### src/rtl/image_link_pkg.sv
// Shared constants and state encodings for the serial pixel link (send and receive paths).
package image_link_pkg;

  localparam int PIXEL_W = 12;
  localparam int ADDR_W  = 17;
  localparam int BYTE_W  = 8;

  localparam logic [BYTE_W-1:0] HI_NIBBLE_MASK = 8'hF0;

  typedef enum logic [1:0] {
    RX_IDLE,
    RX_START,
    RX_DATA,
    RX_STOP
  } rx_state_t;

  typedef enum logic [1:0] {
    PIX_WAIT_HI,
    PIX_WAIT_LO,
    PIX_DONE
  } pix_state_t;

endpackage

### src/rtl/uart_byte_receiver.sv
// 8N1 byte deserialiser: synchronises the line, samples mid-bit, flags a bad stop bit.
module uart_byte_receiver
  import image_link_pkg::*;
#(
  parameter int CLKS_PER_BIT = 5208
) (
  input  logic              clk,
  input  logic              rst,
  input  logic              uart_in,
  output logic              byte_valid,
  output logic [BYTE_W-1:0] byte_data,
  output logic              framing_err
);

  localparam int CNT_W = $clog2(CLKS_PER_BIT + 1);
  localparam logic [CNT_W-1:0] HALF_LAST = CNT_W'(CLKS_PER_BIT / 2 - 1);
  localparam logic [CNT_W-1:0] BIT_LAST  = CNT_W'(CLKS_PER_BIT - 1);

  rx_state_t         state, state_nxt;
  logic [1:0]        sync;
  logic              rx;
  logic [CNT_W-1:0]  clk_cnt;
  logic [2:0]        bit_idx;
  logic [BYTE_W-1:0] shreg;
  logic              cnt_clr;
  logic              sample_bit;
  logic              stop_sample;

  assign rx = sync[1];

  always_ff @(posedge clk or posedge rst) begin
    if (rst) state <= RX_IDLE;
    else     state <= state_nxt;
  end

  always_comb begin
    state_nxt   = state;
    cnt_clr     = 1'b0;
    sample_bit  = 1'b0;
    stop_sample = 1'b0;
    case (state)
      RX_IDLE: begin
        cnt_clr = 1'b1;
        if (!rx) state_nxt = RX_START;
      end
      RX_START: begin
        // Line must still be low at mid start bit, otherwise it was a glitch.
        if (clk_cnt == HALF_LAST) begin
          cnt_clr   = 1'b1;
          state_nxt = rx ? RX_IDLE : RX_DATA;
        end
      end
      RX_DATA: begin
        if (clk_cnt == BIT_LAST) begin
          cnt_clr    = 1'b1;
          sample_bit = 1'b1;
          if (bit_idx == 3'd7) state_nxt = RX_STOP;
        end
      end
      RX_STOP: begin
        if (clk_cnt == BIT_LAST) begin
          cnt_clr     = 1'b1;
          stop_sample = 1'b1;
          state_nxt   = RX_IDLE;
        end
      end
      default: state_nxt = RX_IDLE;
    endcase
  end

  always_ff @(posedge clk or posedge rst) begin
    if (rst) begin
      sync        <= 2'b11;
      clk_cnt     <= '0;
      bit_idx     <= '0;
      shreg       <= '0;
      byte_data   <= '0;
      byte_valid  <= 1'b0;
      framing_err <= 1'b0;
    end else begin
      sync        <= {sync[0], uart_in};
      clk_cnt     <= cnt_clr ? '0 : clk_cnt + 1'b1;
      byte_valid  <= stop_sample && rx;
      framing_err <= stop_sample && !rx;
      if (state == RX_IDLE) bit_idx <= '0;
      if (sample_bit) begin
        shreg   <= {rx, shreg[BYTE_W-1:1]};
        bit_idx <= bit_idx + 3'd1;
      end
      if (stop_sample && rx) byte_data <= shreg;
    end
  end

endmodule

### src/rtl/image_receiver.sv
// Rebuilds 12-bit pixels from hi/lo UART byte pairs and writes them to a frame buffer port.
// Counts framing, sync and inter-byte gap errors; start re-arms for the next frame.
module image_receiver
  import image_link_pkg::*;
#(
  parameter int NUM_PIXELS       = 100,
  parameter int CLK_FREQ         = 50_000_000,
  parameter int BAUD_RATE        = 9600,
  parameter int GAP_TIMEOUT_CLKS = 4 * (CLK_FREQ / BAUD_RATE) * 10
) (
  input  logic               clk,
  input  logic               rst,
  input  logic               uart_in,
  input  logic               start,
  output logic [ADDR_W-1:0]  address,
  output logic               wr_en,
  output logic [PIXEL_W-1:0] wr_data,
  output logic               image_ready,
  output logic [7:0]         error_count
);

  localparam int CLKS_PER_BIT = CLK_FREQ / BAUD_RATE;
  localparam int GAP_W        = $clog2(GAP_TIMEOUT_CLKS + 1);
  localparam logic [ADDR_W-1:0] LAST_ADDR = ADDR_W'(NUM_PIXELS - 1);
  localparam logic [GAP_W-1:0]  GAP_LAST  = GAP_W'(GAP_TIMEOUT_CLKS - 1);

  logic              byte_valid;
  logic [BYTE_W-1:0] byte_data;
  logic              framing_err;

  pix_state_t        pix_state, pix_nxt;
  logic [3:0]        hi_nibble;
  logic [GAP_W-1:0]  gap_cnt;
  logic              do_write;
  logic              latch_hi;
  logic              err_evt;

  uart_byte_receiver #(.CLKS_PER_BIT(CLKS_PER_BIT)) u_rx (
    .clk         (clk),
    .rst         (rst),
    .uart_in     (uart_in),
    .byte_valid  (byte_valid),
    .byte_data   (byte_data),
    .framing_err (framing_err)
  );

  always_ff @(posedge clk or posedge rst) begin
    if (rst) pix_state <= PIX_WAIT_HI;
    else     pix_state <= pix_nxt;
  end

  always_comb begin
    pix_nxt  = pix_state;
    do_write = 1'b0;
    latch_hi = 1'b0;
    err_evt  = 1'b0;
    case (pix_state)
      PIX_WAIT_HI: begin
        if (framing_err) begin
          err_evt = 1'b1;
        end else if (byte_valid) begin
          if ((byte_data & HI_NIBBLE_MASK) != '0) begin
            err_evt = 1'b1;
          end else begin
            latch_hi = 1'b1;
            pix_nxt  = PIX_WAIT_LO;
          end
        end
      end
      PIX_WAIT_LO: begin
        if (framing_err) begin
          err_evt = 1'b1;
          pix_nxt = PIX_WAIT_HI;
        end else if (byte_valid) begin
          do_write = 1'b1;
          pix_nxt  = (address == LAST_ADDR) ? PIX_DONE : PIX_WAIT_HI;
        end else if (gap_cnt == GAP_LAST) begin
          err_evt = 1'b1;
          pix_nxt = PIX_WAIT_HI;
        end
      end
      PIX_DONE: pix_nxt = PIX_DONE;
      default:  pix_nxt = PIX_WAIT_HI;
    endcase
    // A start pulse overrides everything, including a lo byte arriving this cycle.
    if (start) begin
      pix_nxt  = PIX_WAIT_HI;
      do_write = 1'b0;
      latch_hi = 1'b0;
    end
  end

  always_ff @(posedge clk or posedge rst) begin
    if (rst) begin
      hi_nibble   <= '0;
      gap_cnt     <= '0;
      wr_en       <= 1'b0;
      wr_data     <= '0;
      address     <= '0;
      image_ready <= 1'b0;
      error_count <= '0;
    end else begin
      wr_en <= do_write;
      if (latch_hi) hi_nibble <= byte_data[3:0];
      if (do_write) wr_data <= {hi_nibble, byte_data};
      if (pix_state != PIX_WAIT_LO || byte_valid) gap_cnt <= '0;
      else                                        gap_cnt <= gap_cnt + 1'b1;
      // Address advances the cycle after the strobe so it names the written slot during wr_en.
      if (start) begin
        address     <= '0;
        image_ready <= 1'b0;
      end else if (wr_en) begin
        address <= address + 1'b1;
        if (address == LAST_ADDR) image_ready <= 1'b1;
      end
      if (err_evt && error_count != 8'hFF) error_count <= error_count + 8'd1;
    end
  end

endmodule

### config.mk
export PLATFORM = sky130hd
export DESIGN_NAME = image_receiver
export DESIGN_NICKNAME = d
export VERILOG_FILES = /design/src/rtl/image_link_pkg.sv /design/src/rtl/uart_byte_receiver.sv /design/src/rtl/image_receiver.sv
export SDC_FILE = /design/constraint.sdc
export NUM_CORES = 1
export LEC_CHECK = 0
export CORE_MARGIN = 2
export CORE_UTILIZATION = 60
export CTS_BUF_LIST = sky130_fd_sc_hd__clkbuf_4
export DETAILED_ROUTE_END_ITERATION = 16
export DONT_BUFFER_PORTS = 1
export HOLD_SLACK_MARGIN = 0.05
export PLACE_DENSITY = 0.76
export SYNTH_ARGS = -nofsm -noshare
export SYNTH_HDL_FRONTEND = slang
export SYNTH_SLANG_ARGS = --single-unit
export TNS_END_PERCENT = 1
### constraint.sdc
create_clock -name clk -period 5.11 [get_ports clk]
set_clock_uncertainty 0.15 [all_clocks]
set_input_delay 0.511 -clock clk [delete_from_list [all_inputs] [get_ports clk]]
set_output_delay 0.511 -clock clk [all_outputs]
set_load 0.05 [all_outputs]
Word level (Yosys, flattened, before mapping) --
Index checks and enable logic that the tools add are counted.
Cells by class: $add $sub $neg 5, equality and inequality tests 21, multiplexer cells 46, reductions and logical operators 15
Operator list (number):
- 17-bit 2-to-1 mux | 2
- 2-bit 2-to-1 mux | 14
- 1-bit 2-to-1 mux | 22
- 18-bit by 1-bit adder with 18-bit output (second input constant) | 1
- 18-bit == test (second input constant) | 1
- 18-bit 2-to-1 mux | 1
- 17-bit by 1-bit adder with 17-bit output (second input constant) | 1
- 17-bit by 7-bit == test with 1-bit output (second input constant) | 1
- 13-bit by 1-bit adder with 13-bit output (second input constant) | 1
- 13-bit by 12-bit == test with 1-bit output (second input constant) | 1
- 13-bit == test (second input constant) | 1
- 13-bit 2-to-1 mux | 1
- 2-bit by 1-bit inequality test with 1-bit output (second input constant) | 5
- 8-bit by 1-bit adder with 8-bit output (second input constant) | 1
- 8-bit inequality test (second input constant) | 1
- 2-bit one-hot mux with 4 select lines | 1
- 8-bit nonzero test | 1
- 2-bit == test (second input constant) | 3
- 3-bit 2-to-1 mux | 2
- 3-bit inequality test (second input constant) | 2
- 2-bit one-hot mux with 3 select lines | 1
- 2-bit nonzero test | 3
- 5-bit by 3-bit inequality test with 1-bit output (second input constant) | 1
- 5-bit AND reduction | 1
- other kinds (14) | 18
Word-level totals: register bits after elaboration 101, input port bits 4, output and inout bits 39

Depth between registers and ports, before layout --
depth in word-level cells 6, depth in mapped cells 7, mapped depth without buffers 6

Modules after synthesis --
A second synthesis with hierarchy kept.
Second synthesis, totals: cells, all modules 407, area, all modules 4548.1 µm²
Modules (own cells, without submodules):
- image_receiver | instances 1, cells each 263, area each 2866.5 µm², seq. area each 1576.5 µm²
- uart_byte_receiver | instances 1, cells each 144, area each 1681.6 µm², seq. area each 953.4 µm²

Worst setup path before layout --
OpenSTA, ideal clock, no wires.
kind reg-to-reg, from register gap_cnt[15], to register error_count[1], library setup time 125 ps, data arrival time 1927 ps, data required time 4835 ps, path slack 2908 ps, stages on the path, launching flop included 6, buffers on the path 0, cells stage by stage dfrtp_1 > or4b_1 > or3_4 > o31ai_4 > nand2_4 > mux2_4
On the way: cells in the longest elaborated chain, start to end 6
Ends and longest elaborated chain:
- start: declaration | line image_receiver.sv:33 | logic [GAP_W-1:0] gap_cnt;
- start signal: assignment | line image_receiver.sv:107 | else gap_cnt <= gap_cnt + 1'b1;
- 18-bit == test | line image_receiver.sv:77 | end else if (gap_cnt == GAP_LAST) begin
- 1-bit 2-to-1 mux | line image_receiver.sv:77
- 1-bit 2-to-1 mux | line image_receiver.sv:74 | end else if (byte_valid) begin
- 1-bit 2-to-1 mux | line image_receiver.sv:71 | if (framing_err) begin
- 1-bit one-hot mux with 2 select lines | line image_receiver.sv:57 | case (pix_state)
- 1-bit logical AND | line image_receiver.sv:116 | if (err_evt && error_count != 8'hFF) error_count <= error_count + 8'd1;
- end signal: assignment | line image_receiver.sv:116
- end: declaration | line image_receiver.sv:19 | output logic [7:0] error_count
Every way passes these cells. A chain may end at the register's enable or synchronous reset.

Worst setup path after layout --
from register u_rx.clk_cnt[0], to register u_rx.clk_cnt[9]
On the way: cells in the longest elaborated chain, start to end 4, elaborated cells between the ends (all ways) 7, classes of those cells add/sub: 1; eq/ne: 2; mux: 4
Ends and longest elaborated chain:
- start: declaration | line uart_byte_receiver.sv:22 | logic [CNT_W-1:0] clk_cnt;
- start signal: assignment | line uart_byte_receiver.sv:82 | clk_cnt <= cnt_clr ? '0 : clk_cnt + 1'b1;
- parallel branches: the longest is 3 deep, another holds 13-bit by 1-bit adder with 13-bit output
- 13-bit 2-to-1 mux (*) | line uart_byte_receiver.sv:82
Every way passes the cells marked *.

==> impl_metrics.env <==
export IMPL_status="finished, final reports clean"
export IMPL_vias=3038
export IMPL_n_antenna_cell=0
export IMPL_r2r_setup_slack_ns=2.25
export IMPL_clk_path_buf_depth=2
export IMPL_fp_row_count=31
export IMPL_min_period_ns=2.86
export IMPL_fp_coreArea_mm2=0.00729
export IMPL_die_area_mm2=0.00829
export IMPL_final_setup_viol_count=0
export IMPL_cts_hold_buf=3
export IMPL_rsz0062_at_grt="false"
export IMPL_grtUsageTotal_pct=19.6
export IMPL_ys_seq_elements=101
export IMPL_numPortBuffers=0
export IMPL_cp_end_kind="flop"
export IMPL_finalHoldViolCount=0
export IMPL_fin_crit_sh_pct=56.0
export IMPL_hold_path_class="input pin to flop"
export IMPL_reg2reg_depth=5
export IMPL_syn_area_mm2=0.00455
export IMPL_start_util_pct=62.4
export IMPL_cts_tree="built"
export IMPL_ant_nets=0
export IMPL_htree_levels=3
export IMPL_ys_flop_type="dfrtp_1"
export IMPL_drc=0
export IMPL_layout_drive_gt1_share_pct=7.42
export IMPL_dp_hpwl_um=5340
export IMPL_fin_nets=436
export IMPL_critPathRequiredTime_ns=5.25
export IMPL_fillers=613
export IMPL_cts_buffers=9
export IMPL_power_mw=1.28
export IMPL_clockRootBuffer="clkbuf_4"
export IMPL_crit_path_start_kind="flop"
export IMPL_max_cap_viol_count=0
export IMPL_crit_family="simple AND/OR/NAND/NOR gates"
export IMPL_yosysWarnings=0
export IMPL_first_global_vias=2828
export IMPL_area_delta_synth_final_pct=6.05
export IMPL_grt_max_degree=53
export IMPL_crit_path_max_fanout=13
export IMPL_crit_path_end="u_rx.clk_cnt[9]$_DFF_PP0_"
export IMPL_cts_resized=0
export IMPL_fmax_ghz=0.350
export IMPL_critPathLaunch="u_rx.clk_cnt[0]$_DFF_PP0_"
export IMPL_avgRoutedWirePerCell_um=14.7
export IMPL_synth_edf_count=0
export IMPL_synth_area_leaders="dfrtp_1, xor2_1, mux2_1"
export IMPL_leakagePower_nw=2.24
export IMPL_crit_cells=5
export IMPL_routed_wl_um=7790
export IMPL_clk_latency_ns=0.44
export IMPL_worstPathCellList="ha_1, nor3b_1, nand4_1, a21boi_1, nor2_1"
export IMPL_antenna_found_initial=0
export IMPL_grt_overflow_total=0
export IMPL_relSlewSlack_pct=38.5
export IMPL_min_from="start"
export IMPL_synth_fp_nets=432
export IMPL_io_pins=43
export IMPL_setup_tns_ns=0
export IMPL_grt_pass1_wl_um=13100
export IMPL_gp_congestion=0.882
export IMPL_ir_drop_uv=186
export IMPL_worstSetupPathType="flop to flop"
export IMPL_cp_slowest_stage_delay_ns=0.91
export IMPL_synth_seq_area_share_pct=55.6
export IMPL_syn_inst=422
export IMPL_power_density_mw_per_mm2=265
export IMPL_tightest_slew_ns=0.921
export IMPL_drt_iter0_drc=86
export IMPL_report_final_slew_viol_count=0
export IMPL_reg2reg_from="u_rx.clk_cnt[0]$_DFF_PP0_"
export IMPL_cts_setup_buffers=0
export IMPL_worstPathArrival_ns=3.00
export IMPL_routed_via_density=5.73
export IMPL_netlist_area_leader_share_pct=54.5
export IMPL_clock_sinks=101
export IMPL_yosys_area_top_type="dfrtp_1"
export IMPL_avgSynthCellArea_um2=10.8
export IMPL_path_clk_slew_ns=0.14
export IMPL_critPathBufInv=0
export IMPL_chipWidth_um=91.1
export IMPL_slowest_stage="a21boi_1"
export IMPL_die_y_um=91.1
export IMPL_synth_cell_type_count=51
export IMPL_drt_pass1_iter_count=5
export IMPL_r2r_end="u_rx.clk_cnt[9]$_DFF_PP0_"
export IMPL_async_reset_ff_share_pct=100
-- registers in the layout (all words and copies together), names as in the netlist, 2 cells and up, named ones only --
register and flops:
u_rx.sync 2, u_rx.bit_idx 3, error_count 8, wr_data 12, u_rx.byte_data 8, address 17, u_rx.clk_cnt 13, pix_state 2
u_rx.shreg 8, hi_nibble 4, gap_cnt 18
-- report_power, final --
part           switching [mW]  total [mW]  internal [mW]
Combinational          0.0179      0.0203        0.00242
Sequential           0.000719       0.802          0.801
Clock                   0.251       0.457          0.206
Total                   0.270        1.28           1.01
-- metrics by stage --
step / hold slack, ns / setup WS (ns) / cell area [µm²] / instances / util, %
4_1_cts: 0.174 / 2.24 / 4820 / 530 / 66.1
6_report: 0.198 / 2.25 / 4820 / 530 / 66.1
3_3_place_gp: 0.197 / 2.45 / 4630 / 511 / 63.5
3_5_place_dp: 0.203 / 2.32 / 4630 / 511 / 63.5
2_1_floorplan: 0.195 / 1.81 / 4550 / 422 / -
5_1_grt: 0.183 / 1.96 / 4820 / 530 / 66.1
-- cell families after synthesis --
kind of cell / Yosys count / synth area share, %
compound gates: 21 / 3.44
xor+xnor: 48 / 9.24
fa+ha+maj: 6 / 1.65
buf+inv: 16 / 1.51
flops: 101 / 55.6
mux: 22 / 5.50
simple gates: 208 / 23.0
-- cells in the final DEF, fill, tap and decap left out, types with 3 or more instances in the layout --
cell           Yosys  routed
and3_1             9       9
xor2_1            30      30
or4_1              4       4
o21ai_1            6       6
nor3_1             6       6
nor2_1            57      57
nand2_1           57      57
mux2_1            20      20
nor2b_1            3       3
dlygate4sd3_1      0       3
nor3b_1            3       3
clkbuf_4           0      10
a21oi_1            6       6
nor4_1             3       3
nand4_1           19      19
dfrtp_1           99      99
ha_1               6       6
xnor2_1           18      18
nand3_1           24      24
-- cell usage after synthesis (2+ instances only) --
cell	instances
a21oi_1	6
a22oi_1	2
a31oi_2	2
and2_1	2
and3_1	9
and4_1	2
clkbuf_1	9
dfrtp_1	99
dfstp_2	2
ha_1	6
inv_1	3
mux2_1	20
nand2_1	57
nand3_1	24
nand4_1	19
nor2_1	57
nor2b_1	3
nor3_1	6
nor3_2	2
nor3b_1	3
nor4_1	3
nor4b_1	2
nor4bb_1	2
o21ai_1	6
or4_1	4
xnor2_1	18
xor2_1	30
-- worst register-to-register path: stages (launching register included) --
cell and delay (ns):
dfrtp_1 0.44, ha_1 0.26, nor3b_1 0.33, nand4_1 0.51, a21boi_1 0.91, nor2_1 0.13
-- worst min-delay path by stage --
stage,to,depth (start not counted)
finish,pix_state[0]$_DFFE_PP0P_,2
global route,pix_state[0]$_DFFE_PP0P_,2
CTS,pix_state[0]$_DFFE_PP0P_,2
detailed placement,u_rx.sync[1]$_DFF_PP1_,0
global placement,u_rx.sync[1]$_DFF_PP1_,0
floorplan,u_rx.sync[1]$_DFF_PP1_,0
-- layer usage --
| layer | track usage [%] | routed length (µm) | up-vias |
|---|---|---|---|
| met4 | 6.69 | 122 | 0 |
| li1 | - | - | 1460 |
| met1 | 25.0 | 3520 | 1500 |
| met5 | 0 | 0 | - |
| met2 | 31.7 | 3770 | 66 |
| met3 | 6.47 | 382 | 12 |
-- cell type report --
class | count | area [µm²] | share of cell area (%)
Sequential cell | 101 | 2530 | 52.5
Multi-Input combinational cell | 305 | 1950 | 40.4
Tap cell | 99 | 124 | 2.57
Clock inverter | 6 | 86.3 | 1.79
Clock buffer | 10 | 75.1 | 1.56
Timing Repair Buffer | 4 | 37.5 | 0.778
Inverter | 5 | 21.3 | 0.441
Power figures use the tool's default switching activity.
